<file path="config.mk">
export PLATFORM = sky130hd
export DESIGN_NAME = mem_wr_arbiter
export DESIGN_NICKNAME = d
export VERILOG_FILES = /design/src/rtl/mem_arb_pkg.sv /design/src/rtl/mem_wr_arbiter_rr_pick.sv /design/src/rtl/mem_wr_arbiter.sv
export SDC_FILE = /design/constraint.sdc
export NUM_CORES = 1
export LEC_CHECK = 0
export CAP_MARGIN = 40
export CORE_AREA = 2 2 282 284
export CTS_CLUSTER_DIAMETER = 60
export CTS_CLUSTER_SIZE = 28
export DETAILED_ROUTE_END_ITERATION = 6
export DIE_AREA = 0 0 284 286
export HOLD_SLACK_MARGIN = 0.03
export PLACE_DENSITY = 0.32
export SYNTH_ARGS = -nofsm -noshare
export SYNTH_HDL_FRONTEND = slang
export SYNTH_SLANG_ARGS = --single-unit
</file>
<file path="constraint.sdc">
create_clock -name clk -period 3.8 [get_ports clk]
set_clock_uncertainty 0.1 [all_clocks]
set_input_delay 0.76 -clock clk [delete_from_list [all_inputs] [get_ports clk]]
set_output_delay 0.76 -clock clk [all_outputs]
set_load 0.005 [all_outputs]
</file>
<file path="src/rtl/mem_arb_pkg.sv">
// Shared constants and state type for the DDR2 write-port arbiter.
package mem_arb_pkg;

    localparam int unsigned REQ_BYPASS = 0;
    localparam int unsigned REQ_FILLER = 1;
    localparam int unsigned REQ_LINE   = 2;
    localparam int unsigned NREQ       = 3;

    typedef enum logic {
        ST_IDLE   = 1'b0,
        ST_LOCKED = 1'b1
    } arb_state_t;

    // Requester id successor, wrapping modulo NREQ.
    function automatic logic [1:0] rr_next(input logic [1:0] id);
        return (id == 2'(NREQ - 1)) ? 2'd0 : id + 2'd1;
    endfunction

endpackage

</file>
<file path="src/rtl/mem_wr_arbiter_rr_pick.sv">
// Round-robin picker: first valid requester starting at ptr, wrapping modulo 3.
module rr_pick
    import mem_arb_pkg::*;
(
    input  logic [NREQ-1:0] valid,
    input  logic [1:0]      ptr,
    output logic [1:0]      winner,
    output logic            any
);

    logic [1:0] idx;

    always_comb begin
        winner = '0;
        any    = 1'b0;
        idx    = ptr;
        for (int unsigned k = 0; k < NREQ; k++) begin
            if (!any && valid[idx]) begin
                winner = idx;
                any    = 1'b1;
            end
            idx = rr_next(idx);
        end
    end

endmodule

</file>
<file path="src/rtl/mem_wr_arbiter.sv">
// Burst-granular round-robin arbiter sharing the DDR2 write-request port
// among CPU bypass (0), frame filler (1) and line engine (2).
module mem_wr_arbiter
    import mem_arb_pkg::*;
#(
    parameter int unsigned ADDR_W       = 31,
    parameter int unsigned DATA_W       = 128,
    parameter int unsigned MASK_W       = 16,
    parameter int unsigned MAX_BURST    = 8,
    parameter int unsigned IDLE_TIMEOUT = 16
) (
    input  logic                   clk,
    input  logic                   rst_n,
    input  logic [NREQ-1:0]        req_valid,
    output logic [NREQ-1:0]        req_ready,
    input  logic [NREQ-1:0]        req_last,
    input  logic [NREQ*ADDR_W-1:0] req_addr,
    input  logic [NREQ*DATA_W-1:0] req_data,
    input  logic [NREQ*MASK_W-1:0] req_mask,
    output logic                   mem_valid,
    input  logic                   mem_ready,
    output logic [ADDR_W-1:0]      mem_addr,
    output logic [DATA_W-1:0]      mem_data,
    output logic [MASK_W-1:0]      mem_mask,
    output logic [1:0]             mem_src,
    output logic                   busy
);

    localparam int unsigned BCNT_W = $clog2(MAX_BURST + 1);
    localparam int unsigned ICNT_W = $clog2(IDLE_TIMEOUT + 1);

    arb_state_t        state;
    logic [1:0]        owner;
    logic [1:0]        rr_ptr;
    logic [BCNT_W-1:0] beat_cnt;
    logic [ICNT_W-1:0] idle_cnt;

    logic [1:0]        pick_winner;
    logic              pick_any;
    logic              locked;
    logic              own_valid;
    logic              own_last;
    logic              hs;
    logic              rel;

    logic [ADDR_W-1:0] addr_a [NREQ];
    logic [DATA_W-1:0] data_a [NREQ];
    logic [MASK_W-1:0] mask_a [NREQ];

    rr_pick u_pick (
        .valid  (req_valid),
        .ptr    (rr_ptr),
        .winner (pick_winner),
        .any    (pick_any)
    );

    assign locked    = (state == ST_LOCKED);
    assign own_valid = req_valid[owner];
    assign own_last  = req_last[owner];
    assign hs        = locked && own_valid && mem_ready;

    // Release takes effect on the next edge, guaranteeing one IDLE cycle between grants.
    assign rel = (hs && own_last)
              || (hs && (beat_cnt == BCNT_W'(MAX_BURST - 1)))
              || (locked && !own_valid && (idle_cnt == ICNT_W'(IDLE_TIMEOUT - 1)));

    always_ff @(posedge clk or negedge rst_n) begin
        if (!rst_n) begin
            state    <= ST_IDLE;
            owner    <= '0;
            rr_ptr   <= '0;
            beat_cnt <= '0;
            idle_cnt <= '0;
        end else begin
            case (state)
                ST_IDLE: begin
                    beat_cnt <= '0;
                    idle_cnt <= '0;
                    if (pick_any) begin
                        state <= ST_LOCKED;
                        owner <= pick_winner;
                    end
                end
                ST_LOCKED: begin
                    if (rel) begin
                        state    <= ST_IDLE;
                        rr_ptr   <= rr_next(owner);
                        beat_cnt <= '0;
                        idle_cnt <= '0;
                    end else begin
                        if (hs)
                            beat_cnt <= beat_cnt + 1'b1;
                        if (own_valid)
                            idle_cnt <= '0;
                        else
                            idle_cnt <= idle_cnt + 1'b1;
                    end
                end
                default: state <= ST_IDLE;
            endcase
        end
    end

    always_comb begin
        for (int unsigned i = 0; i < NREQ; i++) begin
            addr_a[i] = req_addr[i*ADDR_W +: ADDR_W];
            data_a[i] = req_data[i*DATA_W +: DATA_W];
            mask_a[i] = req_mask[i*MASK_W +: MASK_W];
        end
    end

    always_comb begin
        req_ready = '0;
        if (locked)
            req_ready[owner] = mem_ready;
    end

    assign mem_valid = locked && own_valid;
    assign mem_addr  = addr_a[owner];
    assign mem_data  = data_a[owner];
    assign mem_mask  = mask_a[owner];
    assign mem_src   = owner;
    assign busy      = locked;

endmodule
</file>
Word-level counts from Yosys, hierarchy flattened
Index checks and enable logic that the tools add are counted.
{"block": "word_totals", "ff_bits": 14, "inputBits": 534, "out_inout_bits": 182, "elab_cells": 81}
{"block": "classes", "addsub": 5, "order_cmp": 6, "n_eq_ne": 6, "n_mux": 40, "bitwise_logic": 3, "n_reduce_logical": 16}
{"cell": "$bmux W128 S2", "count": 1}
{"cell": "$mux W128", "count": 2}
{"cell": "$bmux W31 S2", "count": 1}
{"cell": "$mux W31", "count": 2}
{"cell": "$bmux W16 S2", "count": 1}
{"cell": "$mux W16", "count": 2}
{"cell": "$lt A2 B3 Y1 const B", "count": 4}
{"cell": "$mux W2", "count": 6}
{"cell": "$mux W1", "count": 11}
{"cell": "$bmux W1 S2", "count": 5}
{"cell": "$mux W5", "count": 2}
{"cell": "$pmux W5 S2", "count": 1}
{"cell": "$logic_and A1 B1 Y1", "count": 9}
{"cell": "$mux W4", "count": 2}
{"cell": "$pmux W4 S2", "count": 1}
{"cell": "$add A2 B1 Y2 const B", "count": 3}
{"cell": "$eq A2 B2 Y1 const B", "count": 3}
{"cell": "$add A5 B1 Y5 const B", "count": 1}
{"cell": "$eq A5 B4 Y1 const B", "count": 1}
{"cell": "$add A4 B1 Y4 const B", "count": 1}
{"cell": "$eq A4 B3 Y1 const B", "count": 1}
{"cell": "$reduce_and A2 Y1", "count": 2}
{"cell": "$and A3 B3 Y3", "count": 1}
{"cell": "$ge A3 B3 Y1 const B", "count": 1}
{"cell": "9 further kinds", "count": 12}

Logic depth before layout (Yosys ltp)
{"block": "depth", "depth_word": 11, "mapped_depth": 7, "ltp_nobuf": 7}

Modules after synthesis
From an unflattened synthesis, not the netlist that was laid out.
{"block": "hier_totals", "hier_cells": 679, "area_unflattened_um2": 4428.0}
{"mod": "mem_wr_arbiter", "n_inst": 1, "cells_per_inst": 671, "area_per_inst_um2": 4379.2}
{"mod": "rr_pick", "n_inst": 1, "cells_per_inst": 8, "area_per_inst_um2": 48.8}

Least setup slack after synthesis
OpenSTA, ideal clock, no wires.
{"block": "synth_timing", "kind": "reg-to-output", "from": "reg owner[0], in the netlist mem_src[0]", "to": "out mem_data[63]", "arrival_ns": 1.431, "slack_ns": 1.509, "path_stages_with_launch": 8, "n_path_buf": 4, "cell_sequence": "dfrtp_1 buf_2 nor2b_1 buf_4 clkbuf_1 clkbuf_1 nand2_1 o21ai_0"}
{"block": "synth_between", "elab_chain_cells": 4}
{"item": "start: declaration", "line": "mem_wr_arbiter.sv:33", "source": "logic [1:0] owner;"}
{"item": "start signal: assignment", "line": "mem_wr_arbiter.sv:81", "source": "owner <= pick_winner;"}
{"item": "$not A2 Y3 (implied by the code)", "line": "mem_wr_arbiter.sv:120", "source": "assign mem_data = data_a[owner];"}
{"item": "$bmux W128 S2", "line": "mem_wr_arbiter.sv:120"}
{"item": "$mux W128 (implied by the code) (2 in series)", "line": "mem_wr_arbiter.sv:120"}
{"item": "end: declaration", "line": "mem_wr_arbiter.sv:23", "source": "output logic [DATA_W-1:0] mem_data,"}
Every way passes these cells. The select of a mux whose other input is x is not followed.

Worst setup path in the final report
{"block": "layout_timing", "from": "reg owner[0], in the netlist mem_src[0]", "to": "out mem_data[57]"}
Same word-level chain as after synthesis.

==> impl_metrics.json <==
{
  "outcome": "finished clean",
  "synthFlopType": "dfrtp_1",
  "final_util": 0.1670,
  "synthCells": 680,
  "use_met3": 0.03939,
  "drtIter0Drc": 214,
  "syn_area_mm2": 0.004427,
  "worst_setup_path_start_kind": "flip-flop",
  "worstSetupStartpoint": "mem_src[0]$_DFFE_PN0P_",
  "syn2layout_area_growth_pct": 195.6,
  "cts_sinks": 14,
  "route.antenna.remaining_nets": 0,
  "rsz0062_at_grt": "no",
  "hold_buffers": 0,
  "cts_buffers": 3,
  "arrival_ns": 2.62,
  "fin_nets": 1899,
  "port-buffer-count": 715,
  "core_area_mm2": 0.07836,
  "peakVddDrop_mv": 0.3522,
  "setup_violations": 0,
  "gp_congestion": 0.8597,
  "fmax_mhz": 287.7,
  "use_met1": 0.1161,
  "initial_core_util": 0.05650,
  "total_power_w": 0.006163,
  "crit_path_end_kind": "output port",
  "crit_chain": "nor2b_4, buf_12, buf_4, nand2_1, o21ai_0, clkdlybuf4s50_1",
  "clk_latency_ns": 0.24,
  "synth_nets": 1217,
  "yosysUniqueCellTypes": 39,
  "top_usage_layer": "met2",
  "grt_overflow": 0,
  "grt_start_max_net_pins": 98,
  "io_pins": 716,
  "fin_crit_ns": 3.476,
  "holdCritStartpoint": "idle_cnt[0]$_DFF_PN0_",
  "worstPathMaxFanout": 49,
  "die_area_mm2": 0.08122,
  "maxSlewHeadroom": 0.5583,
  "clk_pin_slew_ns": 0.05,
  "grt_first_pass_wirelength_um": 66640,
  "maxCapViolCount": 0,
  "drive_gt1_frac": 0.03600,
  "tns_ns": 0,
  "vias_per_cell": 3.248,
  "drt_drc_violations_left": 0,
  "grt_usage": 0.1129,
  "ys_seq_area_frac": 0.07914,
  "post-cts-setup-buffers": 0,
  "tightestPinTransition_ns": 0.6605,
  "die_w_um": 284,
  "num_vias": 7843,
  "critPathMaxStageDelay_ns": 0.62,
  "synth_edf_count": 0,
  "crit_slowest_cell": "clkdlybuf4s50_1",
  "h-tree-depth": 1,
  "r2r_start": "mem_src[0]$_DFFE_PN0P_",
  "totalWireLength_um": 48920,
  "clk_path_buf_depth": 2,
  "fp-row-count": 103,
  "grt_pass1_vias": 8601,
  "drv_slew": 0,
  "min_period_over_period": 0.9146,
  "hold_path.class": "flip-flop to flip-flop",
  "hold_violations": 0,
  "synth_warnings": 0,
  "cts-resized-gates": 0,
  "first_pass_iters": 4,
  "async_flop_share": 1.000,
  "antenna_found_initial": 19,
  "cts_tree": "yes",
  "ys_ff_latch": 14,
  "dp_hpwl_um": 43080,
  "root_buffer": "clkbuf_16",
  "crit_required_ns": 2.94,
  "die_h_um": 286,
  "syn_avg_cell_area_um2": 6.510,
  "p_leak_nw": 4.539,
  "stdcell_area_mm2": 0.01308,
  "path_class": "flip-flop to output port",
  "wl_per_cell_um": 20.26,
  "power_density_mw_per_mm2": 471.0,
  "post_dp_cell_area_mm2": 0.01299,
  "met2_usage": 0.2278
}
## final timing paths
kind / to / slack [ns] / cells past startpoint
max: mem_data[57] / 0.32 / 6
min: idle_cnt[0]$_DFF_PN0_ / 0.36 / 1
max reg2reg: busy$_DFF_PN0_ / 1.40 / 5
min reg2reg: idle_cnt[0]$_DFF_PN0_ / 0.36 / 1
max in group asynchronous: mem_src[0]$_DFFE_PN0P_ / 2.28 / 1
min in group asynchronous: rr_ptr[0]$_DFFE_PN0P_ / 0.83 / 1
## cells by family after synthesis
kind of cell | synth area share
simple gates | 0.1933
compound gates | 0.2462
mux | 0.3980
buf+inv | 0.07094
flops | 0.07914
fa+ha+maj | 0.008480
xor+xnor | 0.003958
## cell usage in the layout (no fill, tap or decap), types with 3 or more instances in the layout
| cell type | instances |
|---|---|
| mux2i_1 | 176 |
| a211oi_1 | 3 |
| nand2_1 | 182 |
| ha_1 | 3 |
| o211ai_1 | 3 |
| nand3_1 | 4 |
| nor2_1 | 9 |
| buf_12 | 16 |
| nor2b_1 | 4 |
| inv_1 | 5 |
| buf_4 | 23 |
| clkbuf_16 | 3 |
| clkdlybuf4s50_1 | 702 |
| diode_2 | 4 |
| o21ai_0 | 180 |
| dfrtp_1 | 12 |
## final cells by class
class	instances	area, µm²
tap	1050	1314
antenna	4	10.01
clock buffer	4	88.84
multi-input combinational	596	3770
inverter	5	18.77
fill	8958	65270
sequential	14	357.8
timing repair buffer	742	7525
## metal layers
layer  share of wire  vias to the layer above
li1                -                     3772
met1            0.36                     3559
met2            0.54                      478
met3           0.093                       34
met4          0.0060                        0
met5               0                        -
## critical path: cells and delay by family, from the launching register on
kind / cells / cell delay (ns)
buffers and inverters: 3 / 1.15
AOI/OAI and AO/OA: 1 / 0.23
and+or+nand+nor: 2 / 0.29
DFF: 1 / 0.60
## sequential cells by signal, summed over array words and instances (netlist names)
name,cells
idle_cnt,5
beat_cnt,4
mem_src,2
rr_ptr,2
busy,1
## stage by stage
stage | instances | setup WS [ns] | hold slack, ns
after floorplan | 680 | 1.509 | 0.3329
after global placement | 2406 | 0.3587 | 0.3477
after detailed placement | 2407 | 0.3785 | 0.3551
after CTS | 2411 | 0.2603 | 0.3618
after global routing | 2411 | 0.2327 | 0.3853
final | 2415 | 0.3244 | 0.3580
## report_power, final
group	internal (W)	switching (W)	total [W]	leakage [nW]
clock network	0.000159	0.0000599	0.000219	0.0442
logic	0.00306	0.00259	0.00565	4.32
registers	0.000198	0.0000926	0.000291	0.179
## synthesized netlist by cell type (2+ instances only)
cell type	count	share of area
a211oi_1	3	0.0051
a311oi_1	2	0.0040
nor2b_1	5	0.0071
o2bb2ai_1	2	0.0040
nand3_1	4	0.0045
nand2_1	182	0.15
nor4b_1	2	0.0040
and3_1	2	0.0028
buf_2	29	0.033
clkbuf_1	31	0.026
a22o_1	2	0.0040
nor2_1	9	0.0076
buf_1	2	0.0017
nor3b_1	2	0.0034
or3_1	2	0.0028
buf_4	2	0.0034
ha_1	3	0.0085
o21ai_0	180	0.20
inv_1	5	0.0042
mux2i_1	176	0.40
dfrtp_1	14	0.079
nor3_1	2	0.0023
o211ai_1	3	0.0051
No activity file was read; power rests on OpenSTA's default activity.
==> edit (same settings) <==
Change the package constant `NREQ` from 3 to 2.
--- a/src/rtl/mem_arb_pkg.sv
+++ b/src/rtl/mem_arb_pkg.sv
@@ -6,3 +6,3 @@
     localparam int unsigned REQ_LINE   = 2;
-    localparam int unsigned NREQ       = 3;
+    localparam int unsigned NREQ       = 2;
 
Ports: changed (6 resized); port bits go from 716 to 538. The function was not compared with the original's and may differ.
==> edit against the unedited design <==
- power decreased by 40%
- routed wire length decreased by 58%
- core utilization decreased by 4.5 points
- area after synthesis decreased by 37%
- register-to-register slack improved by 0.18 ns
- sequential cell count unchanged
- setup slack improved by 0.34 ns
- design area decreased by 27%
- largest cell class unchanged
- largest power group unchanged
==> edit: results (changes against the unedited design) <==
* GPL Wtd Cong at 0.8070 (-6.1%)
* Max VDD drop at 159.9 uV (-55%)
* Fraction of area in registers at 3.715% (+0.98 points)
* Vias in the first global route at 4731 (-45%)
* Wire length on met2 at 10910 um (-59%)
* Post-synthesis sequential area ratio at 12.66% (+4.7 points)
* Detailed placement HPWL at 18450 um (-57%)
* # fillers at 9064 (+1.2%)
* List of most frequent post-synthesis cells: mux2_2, dfrtp_1, clkbuf_1
* Clock-cell share of area at 0.9321% (+0.25 points)
* Ant diodes at 1 (-3)
* IO buf count at 537 (-25%)
* FFs w/ async S/R, synth at 100.0% (unchanged)
* Synth Area in XOR/XNOR at 0.6329% (+0.24 points)
* Repair and plain buffers at 542 (-27%)
* Routed wire per std cell at 11.27 um (-44%)
* P_leak at 3.206 nW (-29%)
* Post-layout net count at 1154 (-39%)
* Multi-input gates at 227 (-62%)
* Routed wl met3 at 2575 um (-44%)
* Place WS at 0.6870 ns (+0.3084 ns)
* Power Total at 3.675 mW (-40%)
* Compound-cell area share of the yosys netlist at 3.029% (-22 points)
* Switching Fraction at 32.60% (-12 points)
* DP Area at 0.009439 mm2 (-27%)
* Vias at 4371 (-44%)
* Gr usage total at 4.677% (-6.6 points)
* Arr. time, crit path at 2.28 ns (-0.34 ns)
* Wire length on met1 at 7105 um (-60%)
* Synth unique cells at 29 (-26%)
* Met3 Resource Use GR at 1.898% (-2.0 points)
* Adder-cell share of the synthesized area at 1.356% (+0.51 points)
* Share of cells above drive strength 1 at 23.58% (+20 points)
* Drt total wl at 20780 um (-58%)
* Multi-input combinational area share at 24.12% (-4.7 points)
* Comb power at 3.14 mW (-44%)
* Met2 GRT Util at 9.334% (-13 points)
* Number of DRC markers in iteration 0 at 58 (-73%)
* Min Hold Slack at 0.3648 ns (+0.006776 ns)
* Initial antenna violation count at 1 (-18)
* Slowest Stage Delay on Critical Path at 0.75 ns (+0.13 ns)
* Synth area leaders: mux2_2, dfrtp_1, clkbuf_1
* Worst R2R Path Depth at 4 (-1)
* HP Class: reg2reg
* CP Max Fanout at 23 (-53%)
* Status: finished, final reports clean
* Syn_area_per_cell at 10.33 um2 (+59%)
* Global-route wire length before repair at 29300 um (-56%)
* Relative slew slack at 52.50% (-3.3 points)
* Design area at 0.009530 mm2 (-27%)
* NonClk Buf Share at 57.19% (-0.32 points)
* Inverters at 6 (+1)
* Met1 usage at 4.535% (-7.1 points)
* DR top layer: met5
* Largest net degree at the start of global routing at 50 (-49%)
==> edit: cell types whose count changed after synthesis, sizes merged, moves of 3 or more <==
cell    before  now
mux2         0  177
nor2b        5    1
o21ai      181    3
mux2i      176    2
o211ai       3    0
buf         34    9
clkbuf      31   12
a21oi        0    7
a211oi       4    0
nand2      182    8
==> edit: logic make-up after synthesis <==
kind of cell	Yosys count
DFF	14
muxes	179
adders and majority gates	3
AOI/OAI and AO/OA	14
buffers and inverters	27
and+or+nand+nor	29
xor gates and xnor gates	2
==> edit: how the worst max path moves through the flow <==
stage | cells past startpoint | end | slack (ns)
3_3_place_gp | 4 | req_ready[1] | 0.68
3_5_place_dp | 4 | mem_valid | 0.69
5_1_grt | 3 | mem_data[90] | 0.54
4_1_cts | 3 | mem_data[30] | 0.57
2_1_floorplan | 4 | mem_data[87] | 1.45
6_report | 3 | mem_mask[0] | 0.66
